[src/rtl/prog_ctr_stack.sv]
// prog_ctr_stack
//   Fetch-stage program counter with a hardware return-address stack.
//   Each rising edge applies exactly one action, chosen in this priority:
//     Reset > Stall > Ret > Call > BranchAbs > (BranchRel & Taken) > Start > increment
//   The new PC appears on ProgCtr the cycle after the control edge.
//
// Ports
//   Clk        : clock, all state changes on the rising edge
//   Reset      : synchronous active-high; PC <= RESET_VEC, stack emptied, flags cleared
//   Start      : hold PC when no higher-priority event is present
//   Stall      : freeze PC, stack and flags; every control input except Reset is ignored
//   BranchAbs  : PC <= Target
//   BranchRel  : PC <= PC + signed Target, only when Taken = 1
//   Taken      : branch condition for BranchRel
//   Call       : push PC+1, PC <= Target
//   Ret        : pop the top entry into PC
//   Target     : absolute address or signed relative offset
//   ProgCtr    : program counter register
//   StackDepth : number of valid stack entries, 0..D
//   StackFull  : StackDepth == D
//   StackEmpty : StackDepth == 0
//   Overflow   : sticky, Call executed while full
//   Underflow  : sticky, Ret executed while empty
module prog_ctr_stack #(
    parameter int           L         = 10,
    parameter int           D         = 4,
    parameter logic [L-1:0] RESET_VEC = {L{1'b0}}
) (
    input  logic                   Clk,
    input  logic                   Reset,
    input  logic                   Start,
    input  logic                   Stall,
    input  logic                   BranchAbs,
    input  logic                   BranchRel,
    input  logic                   Taken,
    input  logic                   Call,
    input  logic                   Ret,
    input  logic [L-1:0]           Target,
    output logic [L-1:0]           ProgCtr,
    output logic [$clog2(D+1)-1:0] StackDepth,
    output logic                   StackFull,
    output logic                   StackEmpty,
    output logic                   Overflow,
    output logic                   Underflow
);

    localparam int DW = $clog2(D + 1);
    localparam int PW = $clog2(D);

    localparam logic [L-1:0]  PC_ONE     = {{(L-1){1'b0}}, 1'b1};
    localparam logic [DW-1:0] DEPTH_ONE  = {{(DW-1){1'b0}}, 1'b1};
    localparam logic [DW-1:0] DEPTH_ZERO = {DW{1'b0}};
    localparam logic [DW-1:0] DEPTH_FULL = DW'(D);
    localparam logic [PW-1:0] PTR_ONE    = {{(PW-1){1'b0}}, 1'b1};
    localparam logic [PW-1:0] PTR_ZERO   = {PW{1'b0}};

    logic [L-1:0]  pc_r;
    logic [DW-1:0] depth_r;
    logic [PW-1:0] top_r;
    logic          ovf_r;
    logic          unf_r;
    logic [L-1:0]  stack_r [D];

    logic [L-1:0]  pc_n_s;
    logic [DW-1:0] depth_n_s;
    logic [PW-1:0] top_n_s;
    logic          ovf_n_s;
    logic          unf_n_s;
    logic          push_s;
    logic [L-1:0]  pc_inc_s;
    logic          full_s;
    logic          empty_s;

    assign pc_inc_s = pc_r + PC_ONE;
    assign full_s   = (depth_r == DEPTH_FULL);
    assign empty_s  = (depth_r == DEPTH_ZERO);

    // Next-state selection following the per-edge priority order (Reset is applied in the register).
    always_comb begin
        pc_n_s    = pc_r;
        depth_n_s = depth_r;
        top_n_s   = top_r;
        ovf_n_s   = ovf_r;
        unf_n_s   = unf_r;
        push_s    = 1'b0;
        if (Stall) begin
            pc_n_s = pc_r;
        end else if (Ret) begin
            // Ret wins over a simultaneous Call; the Call is dropped without a flag.
            if (empty_s) begin
                pc_n_s  = pc_inc_s;
                unf_n_s = 1'b1;
            end else begin
                pc_n_s    = stack_r[top_r];
                depth_n_s = depth_r - DEPTH_ONE;
                top_n_s   = top_r - PTR_ONE;
            end
        end else if (Call) begin
            // The pointer always advances mod D, so a push while full lands on
            // the oldest entry and the newest return address stays on top.
            pc_n_s  = Target;
            top_n_s = top_r + PTR_ONE;
            push_s  = 1'b1;
            if (full_s) begin
                ovf_n_s = 1'b1;
            end else begin
                depth_n_s = depth_r + DEPTH_ONE;
            end
        end else if (BranchAbs) begin
            pc_n_s = Target;
        end else if (BranchRel && Taken) begin
            // Target is already L bits wide, so an L-bit add is the signed add mod 2^L.
            pc_n_s = pc_r + Target;
        end else if (Start) begin
            pc_n_s = pc_r;
        end else begin
            pc_n_s = pc_inc_s;
        end
    end

    // Control state register with synchronous reset.
    always_ff @(posedge Clk) begin
        if (Reset) begin
            pc_r    <= RESET_VEC;
            depth_r <= DEPTH_ZERO;
            top_r   <= PTR_ZERO;
            ovf_r   <= 1'b0;
            unf_r   <= 1'b0;
        end else begin
            pc_r    <= pc_n_s;
            depth_r <= depth_n_s;
            top_r   <= top_n_s;
            ovf_r   <= ovf_n_s;
            unf_r   <= unf_n_s;
        end
    end

    // Return-address storage; contents are don't-care after reset, so no reset branch.
    always_ff @(posedge Clk) begin
        if (push_s && !Reset) begin
            stack_r[top_n_s] <= pc_inc_s;
        end
    end

    assign ProgCtr    = pc_r;
    assign StackDepth = depth_r;
    assign StackFull  = full_s;
    assign StackEmpty = empty_s;
    assign Overflow   = ovf_r;
    assign Underflow  = unf_r;

endmodule

[config.mk]
export PLATFORM = sky130hd
export DESIGN_NAME = prog_ctr_stack
export DESIGN_NICKNAME = d
export VERILOG_FILES = /design/src/rtl/prog_ctr_stack.sv
export SDC_FILE = /design/constraint.sdc
export NUM_CORES = 1
export LEC_CHECK = 0
export CAP_MARGIN = 25
export CORE_MARGIN = 3
export CORE_UTILIZATION = 25
export DETAILED_ROUTE_END_ITERATION = 7
export GPL_ROUTABILITY_DRIVEN = 0
export MAX_ROUTING_LAYER = met4
export SLEW_MARGIN = 15
export SYNTH_ARGS = -nofsm -noshare
export SYNTH_HDL_FRONTEND = slang
export SYNTH_SLANG_ARGS = --single-unit
[constraint.sdc]
create_clock -name Clk -period 4.8 [get_ports Clk]
set_input_delay 1.2 -clock Clk [delete_from_list [all_inputs] [get_ports Clk]]
set_output_delay 1.2 -clock Clk [all_outputs]
set_load 0.03 [all_outputs]
==> summary.md, run 1 <==
| Metric | Value |
|---|---|
| Clock-pin slew on the worst setup and hold paths | `0.06 ns` |
| Skew-Pair Late Insertion Delay | `0.33 ns` |
| TritonCTS clock tree | `done` |
| Top cell type's share of synthesized area | `0.3694` |
| Final WL | `8.860 mm` |
| Fin Clk Skew | `0.008917 ns` |
| H-tree levels | `3` |
| Post-CTS Setup Inserts | `0` |
| CP Class | `input pin to register` |
| Final Critical Period | `3.450 ns` |
| Tcrit/Tclk final | `0.7188` |
| Starting Density | `0.2566` |
| First-pass GRT wire length | `13.90 mm` |
| Area fraction in compound gates after synthesis | `0.1705` |
| Clock root buffer | `clkbuf_16` |
| TNS Setup | `0 ns` |
| Synth Register Bits | `57` |
| Gr usage total | `0.1281` |
| Avg Inst Size Synth | `10.52 µm²` |
| Slew Limit Fails | `0` |
| Clock tree buffer depth | `2` |
| CTS sink count | `57` |
| Max FO, Critical Path | `4` |
| Mapped cell area | `3252 µm²` |
| Vias in the first global route | `2592` |
| Initial antenna violation count | `0` |
| Layout area overhead | `26.01%` |
| Post-Synth Adder-Cell Area | `0.05079` |
| Worst Path Required | `5.04 ns` |
| Endpoints failing hold | `0` |
| Largest family of logic cells by synthesized area | `compound AO/OA/AOI/OAI gates` |
| Cell taking the most area after synthesis | `edfxtp_1` |
| Post-synthesis mux area share | `0.07541` |
| HPWL Detailed | `6.174 mm` |
| Die X | `120.1 µm` |
| Vias/cell | `5.140` |
| Ys async rst share | `0` |
| DRT iter0 DRCs | `250` |
| Status | `finished clean` |
| GRT Residual Overflow | `0` |
| Simple logic cell fraction of the synthesized area | `0.1524` |
| WL/cell | `17.04 µm` |
| Top cells by area, synth | `edfxtp_1 (37%), dfxtp_1 (10%), mux4_2 (6.9%)` |
| Core area | `12670 µm²` |
| Synthesized instance count | `309` |
| Syn. warnings | `0` |
| Share of cells above drive strength 1 | `0.1063` |
| CTS Hold Bufs | `0` |
| Syn_nets | `340` |
| # fillers | `1295` |
| Max IR drop VDD | `0.1785 mV` |
| Area of the die | `14410 µm²` |
| IO Pins | `36` |
| Post-route design area | `4098 µm²` |
| Slew @ Worst Pin | `0.9148 ns` |
| Total power | `1.535 mW` |
| Number of CTS-inserted buffers | `9` |
| Power per cell area | `374.6 nW/µm²` |
| CP Launch Type | `input pin` |
| Vias | `2673` |
| Max-cap viol count | `0` |
| Diodes inserted | `0` |
| Final ANT Viol Nets | `0` |
| RSZ-0062 raised after global routing | `no` |
| Sequential element share of the synthesized area | `0.4740` |
| Port Buffers | `35` |
| Total Nets Final | `374` |
| Main synth FF type | `edfxtp_1` |
| Final setup violation count | `0` |
| Setup crit end kind | `register` |
| Pin count of the biggest net entering global routing | `21` |
| LEAKAGE | `1.420 nW` |
| DRC viols | `0` |
| Arrival time at the worst endpoint | `3.69 ns` |
| Max_slew headroom | `0.3893` |
| Post-CTS Resized | `0` |
| Placed cell areas | `3785 µm²` |
| HP Class | `register to register` |
| Netlist cell types | `53` |
| Post-synth EDFFs | `40` |
| Pre-antenna DRT Iters | `5` |
| Row count | `41` |
| DIE HEIGHT | `120.1 µm` |
| Post-Synth XOR/XNOR Area | `0.04040` |
| Fmax achieved | `0.2898 GHz` |
[final timing paths]
| check | from | end | slack [ns] | depth (start not counted) |
|---|---|---|---|---|
| setup / recovery | Target[0] | ProgCtr[6]$_SDFFE_PP0P_ | 1.35 | 9 |
| setup reg to reg | StackDepth[0]$_SDFFE_PP0P_ | stack_r[1][8]$_DFFE_PP_ | 2.10 | 8 |
| hold / removal | Overflow$_SDFFE_PP0P_ | Overflow$_SDFFE_PP0P_ | 0.49 | 1 |
| hold reg to reg | Overflow$_SDFFE_PP0P_ | Overflow$_SDFFE_PP0P_ | 0.49 | 1 |
[cells in the mapped netlist (all sizes together), types with 2 or more instances]
library cell	number
a2111oi	5
a211oi	11
a21o	3
a21oi	22
a22oi	3
a31o	2
a31oi	3
and2	2
and3	3
buf	7
clkbuf	11
dfxtp	17
edfxtp	40
fa	2
ha	10
inv	11
mux2i	2
mux4	10
nand2	29
nand3	14
nand4	2
nand4b	2
nor2	29
nor3	11
nor4	3
o211ai	6
o21ai	12
o311ai	2
o31ai	4
or2	2
or3	2
xnor2	11
xor2	4
[cell usage in the layout, fill, tap and decap left out, types with 9 or more instances in the layout]
master           count
ha_1                10
a21oi_1             21
dfxtp_1             17
nor2_1              29
nor3_1              10
edfxtp_1            40
mux4_2              10
xnor2_1             11
nand3_1             13
a211oi_1            11
clkbuf_16            9
inv_1               11
clkdlybuf4s50_1     35
o21ai_0             12
nand2_1             29
[layer usage]
| layer | share of wire | track usage |
|---|---|---|
| met1 | 0.47 | 0.1703 |
| met5 | 0 | - |
| met4 | 0.012 | 0.03364 |
| met3 | 0.051 | 0.03299 |
| met2 | 0.47 | 0.1956 |
[registers in the layout, indices dropped and copies added (netlist names)]
signal and cells:
top_r 2, StackDepth 3, stack_r 40, ProgCtr 10
Overflow 1, Underflow 1
[critical path, stage by stage]
cell             delay (ns)
clkdlybuf4s50_1        0.45
ha_1                   0.28
fa_1                   0.44
a211oi_1               0.27
nor2_1                 0.12
or4b_1                 0.48
a31oi_1                0.20
a211oi_1               0.09
o22ai_1                0.16
[power by group]
part | internal, mW | total [mW] | leakage, nW | switching (mW)
Sequential | 0.549 | 0.585 | 0.504 | 0.0359
Combinational | 0.119 | 0.278 | 0.770 | 0.160
Clock | 0.453 | 0.672 | 0.146 | 0.219
Total | 1.12 | 1.53 | 1.42 | 0.415
[kinds of logic (layout without fill, tap and decap cells)]
logic type / count (synthesis) / count (layout)
buffers and inverters: 29 / 68
muxes: 12 / 12
AOI/OAI and AO/OA: 82 / 82
adders and majority gates: 12 / 12
xor gates and xnor gates: 15 / 15
and+or+nand+nor: 102 / 102
DFF: 57 / 57
[final cells by class]
class,count,area [µm²],area share
timing repair buffer,41,395.4,0.09649
inverter,11,41.29,0.01008
sequential,57,1541,0.3762
clock buffer,11,232.7,0.05679
tap,172,215.2,0.05252
multi-input combinational,223,1592,0.3884
clock inverter,5,80.08,0.01954
[stage by stage]
stage	hold slack, ns	setup WS, ns	utilization	std cells
detailed placement	0.4787	1.115	0.2987	504
floorplan	0.6211	1.667	-	309
global route	0.5341	1.257	0.3234	520
global placement	0.4675	1.112	0.2987	504
finish	0.4895	1.350	0.3234	520
CTS	0.4906	1.374	0.3234	520
(Power assumes the default switching activity.)
==> run 2: changes to the inputs <==
==> constraint.sdc (replaced) <==
create_clock -name Clk -period 2.8 [get_ports Clk]
set_input_delay 0.7 -clock Clk [delete_from_list [all_inputs] [get_ports Clk]]
set_output_delay 0.7 -clock Clk [all_outputs]
set_load 0.03 [all_outputs]
==> summary.md, run 2 (synthesized netlist as in run 1, its figures left out) <==
| Metric | Value |
|---|---|
| Final ANT Viol Nets | `0 (unchanged)` |
| WL/cell | `15.88 µm (-6.8%)` |
| Pre-antenna DRT Iters | `5 (unchanged)` |
| Largest Register | `stack_r` |
| Status | `finished clean` |
| Vias in the first global route | `2696 (+4.0%)` |
| Gr usage total | `0.1276 (-0.0004729)` |
| Starting Density | `0.2566 (unchanged)` |
| CP Buf/Inv Count | `1 (unchanged)` |
| Clock root buffer | `clkbuf_16` |
| Max IR drop VDD | `0.3411 mV (+91%)` |
| Arrival time at the worst endpoint | `2.93 ns (-0.76 ns)` |
| Max_slew headroom | `0.3846 (-0.004661)` |
| Share of cells above drive strength 1 | `0.1801 (+0.07379)` |
| Die X | `120.1 µm (unchanged)` |
| Port Buffers | `35 (unchanged)` |
| Hold path depth | `1 (unchanged)` |
| FF-to-FF path depth | `8 (unchanged)` |
| Clock-pin slew on the worst setup and hold paths | `0.06 ns (about the same)` |
| Diodes inserted | `0 (unchanged)` |
| Area of the die | `14410 µm² (unchanged)` |
| TritonCTS clock tree | `done` |
| Largest register FFs | `40 (unchanged)` |
| Max FO, Critical Path | `3 (-1)` |
| GRT Residual Overflow | `0 (unchanged)` |
| Clock tree buffer depth | `2 (unchanged)` |
| Final WL | `8.641 mm (-2.5%)` |
| Power per cell area | `625.1 nW/µm² (+67%)` |
| Slew Limit Fails | `0 (unchanged)` |
| Crit path largest cell delay | `0.47 ns (about the same)` |
| DRT iter0 DRCs | `231 (-7.6%)` |
| Final setup violation count | `0 (unchanged)` |
| Endpoints failing hold | `0 (unchanged)` |
| HPWL Detailed | `6.370 mm (+3.2%)` |
| Fin Clk Skew | `0.008732 ns (-0.0001841 ns)` |
| DIE HEIGHT | `120.1 µm (unchanged)` |
| DRC viols | `0 (unchanged)` |
| LEAKAGE | `1.547 nW (+8.9%)` |
| Worst Path Required | `3.05 ns (-1.99 ns)` |
| H-tree levels | `3 (unchanged)` |
| DP Worst Slack | `-0.3159 ns (-1.431 ns)` |
| Number of CTS-inserted buffers | `9 (unchanged)` |
| IO Pins | `36 (unchanged)` |
| HP Class | `register to register` |
| Slew @ Worst Pin | `0.9218 ns (+0.006982 ns)` |
| Total Nets Final | `398 (+6.4%)` |
| Pin count of the biggest net entering global routing | `23 (+9.5%)` |
| CTS Hold Bufs | `0 (unchanged)` |
| First-pass GRT wire length | `14.01 mm (+0.84%)` |
| Largest delay share family, worst path | `compound AO/OA/AOI/OAI gates` |
| Initial antenna violation count | `0 (unchanged)` |
| Commonest non-fill, non-tap cell in the layout | `edfxtp_1` |
| Hold slack final | `0.4788 ns (-0.01071 ns)` |
| Max stage delay cell, worst path | `clkdlybuf4s50_1` |
| Row count | `41 (unchanged)` |
| Core area | `12670 µm² (unchanged)` |
| Crit-path cells | `clkdlybuf4s50_1, ha_2, fa_2, a211oi_2, nor2_1, or4b_1, a31oi_1, a211oi_1, o22ai_1` |
| Final WS setup | `0.1183 ns (-1.232 ns)` |
| CP startpoint | `Target[0]` |
| Layout area overhead | `32.28%` |
| CP Depth | `9 (unchanged)` |
| Vias/cell | `4.949 (-3.7%)` |
| CTS sink count | `57 (unchanged)` |
| Skew-Pair Late Insertion Delay | `0.32 ns (about the same)` |
| CP Launch Type | `input pin` |
| CP Class | `input pin to register` |
| R2r startpoint | `ProgCtr[0]$_SDFFE_PP0P_` |
| Final Critical Period | `2.682 ns` |
| Tcrit/Tclk final | `0.9577` |
| Max-cap viol count | `0 (unchanged)` |
| Setup crit end kind | `register` |
| Vias | `2692 (+0.71%)` |
| Fmax achieved | `0.3729 GHz` |
| Hold path start | `Overflow$_SDFFE_PP0P_` |
| Most frequent cells in the layout | `edfxtp_1 (40), clkdlybuf4s50_1 (34), buf_4 (31)` |
[run 2: timing repair]
item                                    CTS  global route
resized for setup                         1             3
endpoints found under the setup margin    1             3
buffers inserted                          0             0
pin swaps                                 0             1
hold endpoints to repair                  0             0
[run 2: routing by layer]
metal  vias to the layer above  track usage  part of all wire
met3                         6      0.04100             0.073
met1                      1292       0.1691              0.46
met2                        91       0.1946              0.46
met4                         0      0.02362            0.0053
li1                       1303            -                 -
met5                         -            -                 0
[run 2: worst reg2reg max path: cells and delay by family, from the launching register on]
family          cells  cell delay [ns]
compound gates      4             0.61
fa+ha+maj           2             0.61
flops               1             0.42
simple gates        2             0.57
[run 2: through the flow]
| stage | power, mW | area, µm² | cells | setup TNS, ns | utilization |
|---|---|---|---|---|---|
| floorplan | 1.327 | 3252 | 309 | 0 | - |
| global placement | 1.518 | 3963 | 528 | -0.9113 | 0.3127 |
| detailed placement | 1.525 | 3963 | 528 | -0.8959 | 0.3127 |
| CTS | 2.705 | 4293 | 544 | 0 | 0.3388 |
| global route | 2.804 | 4302 | 544 | -0.005206 | 0.3395 |
| finish | 2.689 | 4302 | 544 | 0 | 0.3395 |
[run 2: cell type report]
class,instances,area [µm²]
clock inverters,7,102.6
multi-input cells,223,1603
repair buffers,65,573.1
flip-flops and latches,57,1541
fillers,1303,8369
inverters,11,41.29
well taps,172,215.2
clock buffers,9,225.2
[run 2: power by group]
part	switching (mW)	internal, mW
logic	0.280	0.234
clock network	0.389	0.785
registers	0.0616	0.940
total	0.730	1.96
[run 2: path summary, 6_finish.rpt]
path | slack, ns | endpoint
max | 0.12 | ProgCtr[6]$_SDFFE_PP0P_
min | 0.48 | Overflow$_SDFFE_PP0P_
max reg2reg | 0.53 | ProgCtr[6]$_SDFFE_PP0P_
min reg2reg | 0.48 | Overflow$_SDFFE_PP0P_
==> run 3: changes to the inputs <==
--- a/config.mk
+++ b/config.mk
@@ -7,7 +7,7 @@
 export LEC_CHECK = 0
 export CAP_MARGIN = 25
 export CORE_MARGIN = 3
-export CORE_UTILIZATION = 25
+export CORE_UTILIZATION = 35
 export DETAILED_ROUTE_END_ITERATION = 7
 export GPL_ROUTABILITY_DRIVEN = 0
 export MAX_ROUTING_LAYER = met4
==> summary.md, run 3 (synthesized netlist as in run 1, its figures left out) <==
| Metric | Value |
|---|---|
| Pre-antenna DRT Iters | `5 (unchanged)` |
| Max_slew headroom | `0.3970 (+0.01240)` |
| TritonCTS clock tree | `done` |
| Status | `finished clean` |
| Most frequent cells in the layout | `edfxtp_1 (40), clkdlybuf4s50_1 (35), buf_4 (30)` |
| Core area | `8891 µm² (-30%)` |
| Endpoints failing hold | `0 (unchanged)` |
| WL/cell | `18.22 µm (+15%)` |
| CTS Hold Bufs | `0 (unchanged)` |
| Gr usage total | `0.1854 (+0.05776)` |
| Vias/cell | `5.690 (+15%)` |
| Initial antenna violation count | `0 (unchanged)` |
| TNS Setup | `0 ns (unchanged)` |
| Area of the die | `10480 µm² (-27%)` |
| DIE HEIGHT | `102.4 µm (-15%)` |
| H-tree levels | `3 (unchanged)` |
| Pin count of the biggest net entering global routing | `23 (unchanged)` |
| Vias in the first global route | `2750 (+2.0%)` |
| Starting Density | `0.3657 (+0.1091)` |
| HPWL Detailed | `6.398 mm (+0.44%)` |
| Final WL | `8.746 mm (+1.2%)` |
| HP Class | `register to register` |
| Largest Register | `stack_r` |
| Row count | `34 (-17%)` |
| Max IR drop VDD | `0.2913 mV (-15%)` |
| Fin Clk Skew | `0.008726 ns (-0.000006860 ns)` |
| Layout area overhead | `25.55%` |
| Hold path start | `Overflow$_SDFFE_PP0P_` |
| RSZ-0062 raised after global routing | `no` |
| R2r startpoint | `StackDepth[0]$_SDFFE_PP0P_` |
| CP Class | `input pin to register` |
| Number of CTS-inserted buffers | `9 (unchanged)` |
| CTS sink count | `57 (unchanged)` |
| Share of cells above drive strength 1 | `0.1720 (-0.008065)` |
| Post-CTS Setup Inserts | `0 (unchanged)` |
| DRT iter0 DRCs | `146 (-37%)` |
| DRC viols | `0 (unchanged)` |
| Power per cell area | `552.0 nW/µm² (-12%)` |
| Worst Path Required | `3.06 ns (about the same)` |
| IO Pins | `36 (unchanged)` |
| Commonest non-fill, non-tap cell in the layout | `edfxtp_1` |
| Port Buffers | `35 (unchanged)` |
| CP startpoint | `Target[0]` |
| Slew @ Worst Pin | `0.9032 ns (-0.01858 ns)` |
| Clock root buffer | `clkbuf_8` |
| CP Launch Type | `input pin` |
| LEAKAGE | `1.480 nW (-4.3%)` |
| Clock tree buffer depth | `2 (unchanged)` |
| Setup crit end kind | `register` |
| First-pass GRT wire length | `14.42 mm (+2.9%)` |
| Placed cell areas | `3885 µm² (-2.0%)` |
| Skew-Pair Late Insertion Delay | `0.33 ns (about the same)` |
| Total Nets Final | `398 (unchanged)` |
| Total power | `2.254 mW (-16%)` |
| Die X | `102.4 µm (-15%)` |
| Max-cap viol count | `0 (unchanged)` |
| Clock-pin slew on the worst setup and hold paths | `0.07 ns (about the same)` |
| Post-route design area | `4083 µm² (-5.1%)` |
| GRT Residual Overflow | `0 (unchanged)` |
| Diodes inserted | `0 (unchanged)` |
| Slew Limit Fails | `0 (unchanged)` |
| Final Critical Period | `2.680 ns (-0.001768 ns)` |
| Final ANT Viol Nets | `0 (unchanged)` |
| Arrival time at the worst endpoint | `2.94 ns (about the same)` |
| Max FO, Critical Path | `4 (+1)` |
| Tcrit/Tclk final | `0.9571 (about the same)` |
| Final setup violation count | `0 (unchanged)` |
| Largest register FFs | `40 (unchanged)` |
| Fmax achieved | `0.3731 GHz (about the same)` |
| Vias | `2731 (+1.4%)` |
[run 3: repair_timing]
action,in CTS,in global routing
endpoints found under the setup margin,1,3
resized for setup,1,3
pin swaps,0,1
[run 3: critical path, cell delays in order]
cell	delay, ns
clkdlybuf4s50_1	0.45
ha_2	0.22
fa_2	0.35
a211oi_2	0.23
nor2_1	0.11
or4b_1	0.48
a31oi_1	0.19
a211oi_1	0.06
o22ai_1	0.14
[run 3: final timing paths]
check	cells past startpoint	slack, ns	end
max	9	0.12	ProgCtr[6]$_SDFFE_PP0P_
min reg2reg	1	0.49	Overflow$_SDFFE_PP0P_
min	1	0.49	Overflow$_SDFFE_PP0P_
max reg2reg	8	0.46	stack_r[3][1]$_DFFE_PP_
[run 3: final cells by class]
class	instances	area [µm²]
multi-input combinational	223	1603
timing repair buffer	65	575.6
sequential	57	1541
fill	843	4808
clock buffer	10	127.6
clock inverter	6	58.81
tap	108	135.1
inverter	11	41.29
[run 3: stage by stage]
step                  util  instances  hold slack, ns  worst slack [ns]
floorplan                -        309          0.6211           0.09154
global placement    0.4370        464          0.4657           -0.3074
detailed placement  0.4370        464          0.4777           -0.3584
CTS                 0.4582        480          0.4937           0.03788
global route        0.4592        480          0.5311          0.002309
finish              0.4592        480          0.4852            0.1201
[run 3: metal layers]
| metal | GRT usage | vias to the layer above | wire, µm |
|---|---|---|---|
| li1 | - | 1296 | - |
| met2 | 0.2849 | 94 | 4170 |
| met3 | 0.04164 | 7 | 505 |
| met1 | 0.2550 | 1334 | 3990 |
| met5 | - | - | 0 |
| met4 | 0.03431 | 0 | 79 |
[run 3: power by group]
part / switching, mW / leakage, nW / internal, mW
sequential: 0.0578 / 0.504 / 0.939
combinational: 0.290 / 0.886 / 0.235
clock: 0.327 / 0.0897 / 0.404
